**src/rtl/fetch_align.sv**
```systemverilog
// RV32IC fetch aligner: word reads from instruction memory into a 3-entry halfword
// queue, one whole (16- or 32-bit) instruction per handshake toward decode.
module fetch_align #(
    parameter logic [31:0] RESET_PC = 32'h0000_0060
) (
    input  logic        clk,
    input  logic        rst_n,
    output logic [31:0] imem_address,
    output logic        imem_read,
    input  logic [31:0] imem_rdata,
    input  logic        imem_resp,
    input  logic        redirect,
    input  logic [31:0] redirect_pc,
    output logic        out_valid,
    input  logic        out_ready,
    output logic [31:0] out_ir,
    output logic [31:0] out_pc,
    output logic        out_compressed
);
    localparam logic [1:0] S_IDLE    = 2'd0;
    localparam logic [1:0] S_REQ     = 2'd1;
    localparam logic [1:0] S_DISCARD = 2'd2;

    logic [1:0]  st;
    logic [15:0] q    [3];
    logic [15:0] q_nx [3];
    logic [1:0]  cnt, cnt_nx, base;
    logic [31:0] pc, fetch_addr, req_addr;
    logic        skip_low;

    logic        head_c, complete, load, accept;
    logic [1:0]  pop, push;
    logic [15:0] push_lo;

    assign head_c   = q[0][1:0] != 2'b11;
    assign complete = (cnt >= 2'd1 && head_c) || cnt >= 2'd2;
    assign load     = (!out_valid || out_ready) && complete && !redirect;
    assign pop      = load ? (head_c ? 2'd1 : 2'd2) : 2'd0;
    assign accept   = st == S_REQ && imem_resp && !redirect;
    assign push     = accept ? (skip_low ? 2'd1 : 2'd2) : 2'd0;
    assign push_lo  = skip_low ? imem_rdata[31:16] : imem_rdata[15:0];

    // A read is offered straight from IDLE so back-to-back fetches lose no cycle;
    // once in REQ/DISCARD the captured address is held until the response.
    assign imem_read    = rst_n && (st != S_IDLE || (cnt <= 2'd1 && !redirect));
    assign imem_address = (st == S_IDLE) ? fetch_addr : req_addr;

    always_comb begin
        base = cnt - pop;
        case (pop)
            2'd1:    q_nx = '{q[1], q[2], q[2]};
            2'd2:    q_nx = '{q[2], q[2], q[2]};
            default: q_nx = q;
        endcase
        for (int i = 0; i < 3; i++) begin
            if (push != 2'd0 && base == 2'(i))
                q_nx[i] = push_lo;
            if (push == 2'd2 && base + 2'd1 == 2'(i))
                q_nx[i] = imem_rdata[31:16];
        end
        cnt_nx = cnt - pop + push;
    end

    always_ff @(posedge clk or negedge rst_n) begin
        if (!rst_n) begin
            q          <= '{default: 16'h0};
            cnt        <= 2'd0;
            pc         <= {RESET_PC[31:1], 1'b0};
            fetch_addr <= {RESET_PC[31:2], 2'b00};
            skip_low   <= RESET_PC[1];
        end else if (redirect) begin
            cnt        <= 2'd0;
            pc         <= {redirect_pc[31:1], 1'b0};
            fetch_addr <= {redirect_pc[31:2], 2'b00};
            skip_low   <= redirect_pc[1];
        end else begin
            q   <= q_nx;
            cnt <= cnt_nx;
            if (load)
                pc <= pc + (head_c ? 32'd2 : 32'd4);
            if (accept) begin
                fetch_addr <= fetch_addr + 32'd4;
                skip_low   <= 1'b0;
            end
        end
    end

    // Redirect while a read is in flight must still wait out that response.
    always_ff @(posedge clk or negedge rst_n) begin
        if (!rst_n) begin
            st       <= S_IDLE;
            req_addr <= 32'h0;
        end else begin
            case (st)
                S_IDLE: if (!redirect && cnt <= 2'd1) begin
                    st       <= S_REQ;
                    req_addr <= fetch_addr;
                end
                S_REQ: begin
                    if (imem_resp)
                        st <= S_IDLE;
                    else if (redirect)
                        st <= S_DISCARD;
                end
                S_DISCARD: if (imem_resp) st <= S_IDLE;
                default: st <= S_IDLE;
            endcase
        end
    end

    always_ff @(posedge clk or negedge rst_n) begin
        if (!rst_n) begin
            out_valid      <= 1'b0;
            out_ir         <= 32'h0;
            out_pc         <= 32'h0;
            out_compressed <= 1'b0;
        end else if (redirect) begin
            out_valid <= 1'b0;
        end else if (load) begin
            out_valid      <= 1'b1;
            out_ir         <= head_c ? {16'h0, q[0]} : {q[1], q[0]};
            out_pc         <= pc;
            out_compressed <= head_c;
        end else if (out_ready) begin
            out_valid <= 1'b0;
        end
    end
endmodule

```
**config.mk**
```make
export PLATFORM = sky130hd
export DESIGN_NAME = fetch_align
export DESIGN_NICKNAME = d
export VERILOG_FILES = /design/src/rtl/fetch_align.sv
export SDC_FILE = /design/constraint.sdc
export NUM_CORES = 1
export LEC_CHECK = 0
export CORE_MARGIN = 4
export CORE_UTILIZATION = 49
export DETAILED_ROUTE_END_ITERATION = 8
export PLACE_DENSITY = 0.86
export SYNTH_ARGS = -nofsm -noshare
export SYNTH_HDL_FRONTEND = slang
export SYNTH_SLANG_ARGS = --single-unit
```
**constraint.sdc**
```tcl
create_clock -name clk -period 3.18 [get_ports clk]
set_input_delay 0.795 -clock clk [delete_from_list [all_inputs] [get_ports clk]]
set_output_delay 0.795 -clock clk [all_outputs]
set_load 0.1 [all_outputs]
```
==> impl_metrics.ini <==
[detailed_routing]
drt_iter0_drc = 564
drc_errors = 0
ant_nets = 0
avgViaCountPerCell = 5.888
wire_per_inst_um = 19.82
wl_mm = 29.96
vias = 8903
first_pass_iters = 5

[power]
clkPwrFrac_pct = 17.6
combPwrFrac_pct = 54.7
ir_worst_vdd_mv = 0.9620
switching_share_pct = 48.86
power_density_mw_per_mm2 = 1138
finalPower_w = 0.01590
p_int_w = 0.008129
leakagePower_nw = 6.170
power_switching_w = 0.007766
p_seq_share_pct = 27.7

[run_status]
outcome = finished, final reports clean

[worst_setup_path]
critPathCaptureType = output port
regToRegEndpoint = q[5]
arrival_ns = 2.18
rr_worst_depth = 10
path_max_fanout = 31
cp-start-kind = register
crit_type = reg2out
r2r_setup_slack_ns = 0.48
reg2reg_from = cnt[1]
worstPathRequired_ns = 2.38

[global_route]
antenna_found_initial = 3
grt_pass1_vias = 8986
grt_overflow = 0
grt_pass1_wl_mm = 48.08
grt_max_degree = 151
grt_use_total_pct = 24.32

[timing]
finalCritPeriodShare_pct = 93.46
fin_worst_skew_ns = 0.01736
fin_setup_tns_ns = 0
setup_ws_ns = 0.2081
rsz0062_at_grt = false
fin_crit_ns = 2.972
finalMaxSlewViolations = 0
fmax_mhz = 336.5
worst_pin_slew_ns = 0.8241
hold_viol = 0
setup_viol = 0
max-slew-margin-rel_pct = 45.06

[clock_network]
cts_tree = yes
clk_latency_ns = 0.53
cts.sinks = 209
hold_buffers = 0
clk_pin_slew_ns = 0.06
post_cts_buffers = 0
cts_resized = 0
clock_path_buffers = 3
htreeDepth = 1
cts_made_buffers = 23
cts-root-buf = clkbuf_16

[finish]
drive_gt1_share_pct = 27.21
finalNetCount = 1289
seqCellArea_mm2 = 0.005236
mostFrequentLayoutCell = dfrtp_1
fillCellCount = 1630
area_growth_pct = 29.53
multi_input_area_mm2 = 0.005234
most-common-layout-cells = 204 x dfrtp_1, 194 x nand2_1, 118 x mux2_2

[placement]
port_buffers = 163
place_ws_ns = -0.2014
gp_congestion = 0.8487
place_hpwl_mm = 20.25

[yosys]
syn_avg_cell_area_um2 = 10.34
synth.area.top_cells = dfrtp_1 48%, mux2_2 12%, nand2_1 6.8%
synth-edff-count = 0
postSynthCellCount = 1043
synth.distinct_cells = 65
ys_seq_area_share_pct = 48.53
synth-main-ff-cell = dfrtp_1
ys_ff_latch = 209
synth_area_mm2 = 0.01079
ys_warn_count = 0
ys_async_sr_fraction_pct = 100.0
yosys.area.top_type_share_pct = 47.56
yosysTopAreaCell = dfrtp_1

[floorplanning]
initial_core_util_pct = 49.58
die_w_um = 156.4
core_mm2 = 0.02176
die_area_mm2 = 0.02445
die_h_um = 156.4
io_pins = 168
row_count = 54

[run]
cap_viol_max_count = 0

[hold_path]
hp-class = in2async
==> routing by layer <==
metal  track usage, %  routed length, um  vias to the layer above
li1                 -                  -                     4038
met2            40.56              14740                      417
met1            32.06              12040                     4380
met4            7.314                694                        4
met5                0                 29                        -
met3            5.227               2466                       64
==> cell type report <==
cell class / instances / share of cell area, %
sequential: 209 / 37.48
multi-input combinational: 739 / 37.46
timing repair buffer: 212 / 16.07
clock buffer: 28 / 4.540
tap: 280 / 2.507
clock inverter: 14 / 1.146
inverter: 29 / 0.7791
antenna: 1 / 0.01791
==> sequential cells by signal, summed over array words and instances, names as in the netlist <==
name and flops:
out_valid 1, out_ir 32, skip_low 1, out_compressed 1, fetch_addr 30, st 2
req_addr 30, cnt 2, pc 31, q 48, out_pc 31
==> kinds of logic after synthesis <==
family / Yosys count / share of synthesized area, %
other: 1 / 0.03477
and+or+nand+nor: 347 / 14.84
xor gates and xnor gates: 52 / 4.292
muxes: 151 / 15.38
buffers and inverters: 97 / 3.921
DFF: 209 / 48.53
adders and majority gates: 6 / 0.7656
AOI/OAI and AO/OA: 180 / 12.24
==> power by group through the flow <==
stage	logic (W)	registers, W	clock network [W]
floorplan	0.00388	0.00674	0
global placement	0.00853	0.00434	0
detailed placement	0.00869	0.00440	0
CTS	0.00875	0.00438	0.00283
global route	0.00911	0.00450	0.00296
finish	0.00869	0.00440	0.00280
==> worst max-delay path, stage by stage (launching register included) <==
cell	delay, ns
dfrtp_1	0.48
nor2_2	0.12
buf_4	0.40
mux2_2	0.43
buf_12	0.17
==> worst max path at each step <==
stage / cells after the start / to / slack, ns / start
finish: 4 / imem_address[2] / 0.21 / st[0]
global route: 4 / imem_address[31] / 0.13 / st[0]
CTS: 4 / imem_address[31] / 0.20 / st[0]
detailed placement: 12 / q[19] / -0.20 / out_ready
global placement: 12 / q[19] / -0.11 / out_ready
floorplan: 14 / q[37] / -0.11 / out_ready
==> stage by stage <==
stage / utilization, % / hold WS, ns / std cells / instance area (um2)
2_1_floorplan: - / 0.4391 / 1045 / 10910
3_3_place_gp: 60.56 / 0.4518 / 1469 / 13180
3_5_place_dp: 60.56 / 0.4632 / 1469 / 13180
4_1_cts: 64.21 / 0.4787 / 1511 / 13970
5_1_grt: 64.22 / 0.4974 / 1512 / 13970
6_report: 64.22 / 0.4305 / 1512 / 13970
==> Yosys cell counts (18+ instances only) <==
library cell / instances
inv_1: 29
mux2_2: 118
mux2i_1: 33
dfrtp_1: 205
nand3_1: 34
xor2_1: 18
o221ai_1: 30
nand2_1: 196
clkbuf_1: 38
o22ai_1: 33
xnor2_1: 33
a21oi_1: 26
nor2_1: 34
Note: power is estimated with default switching activity, not from simulation.
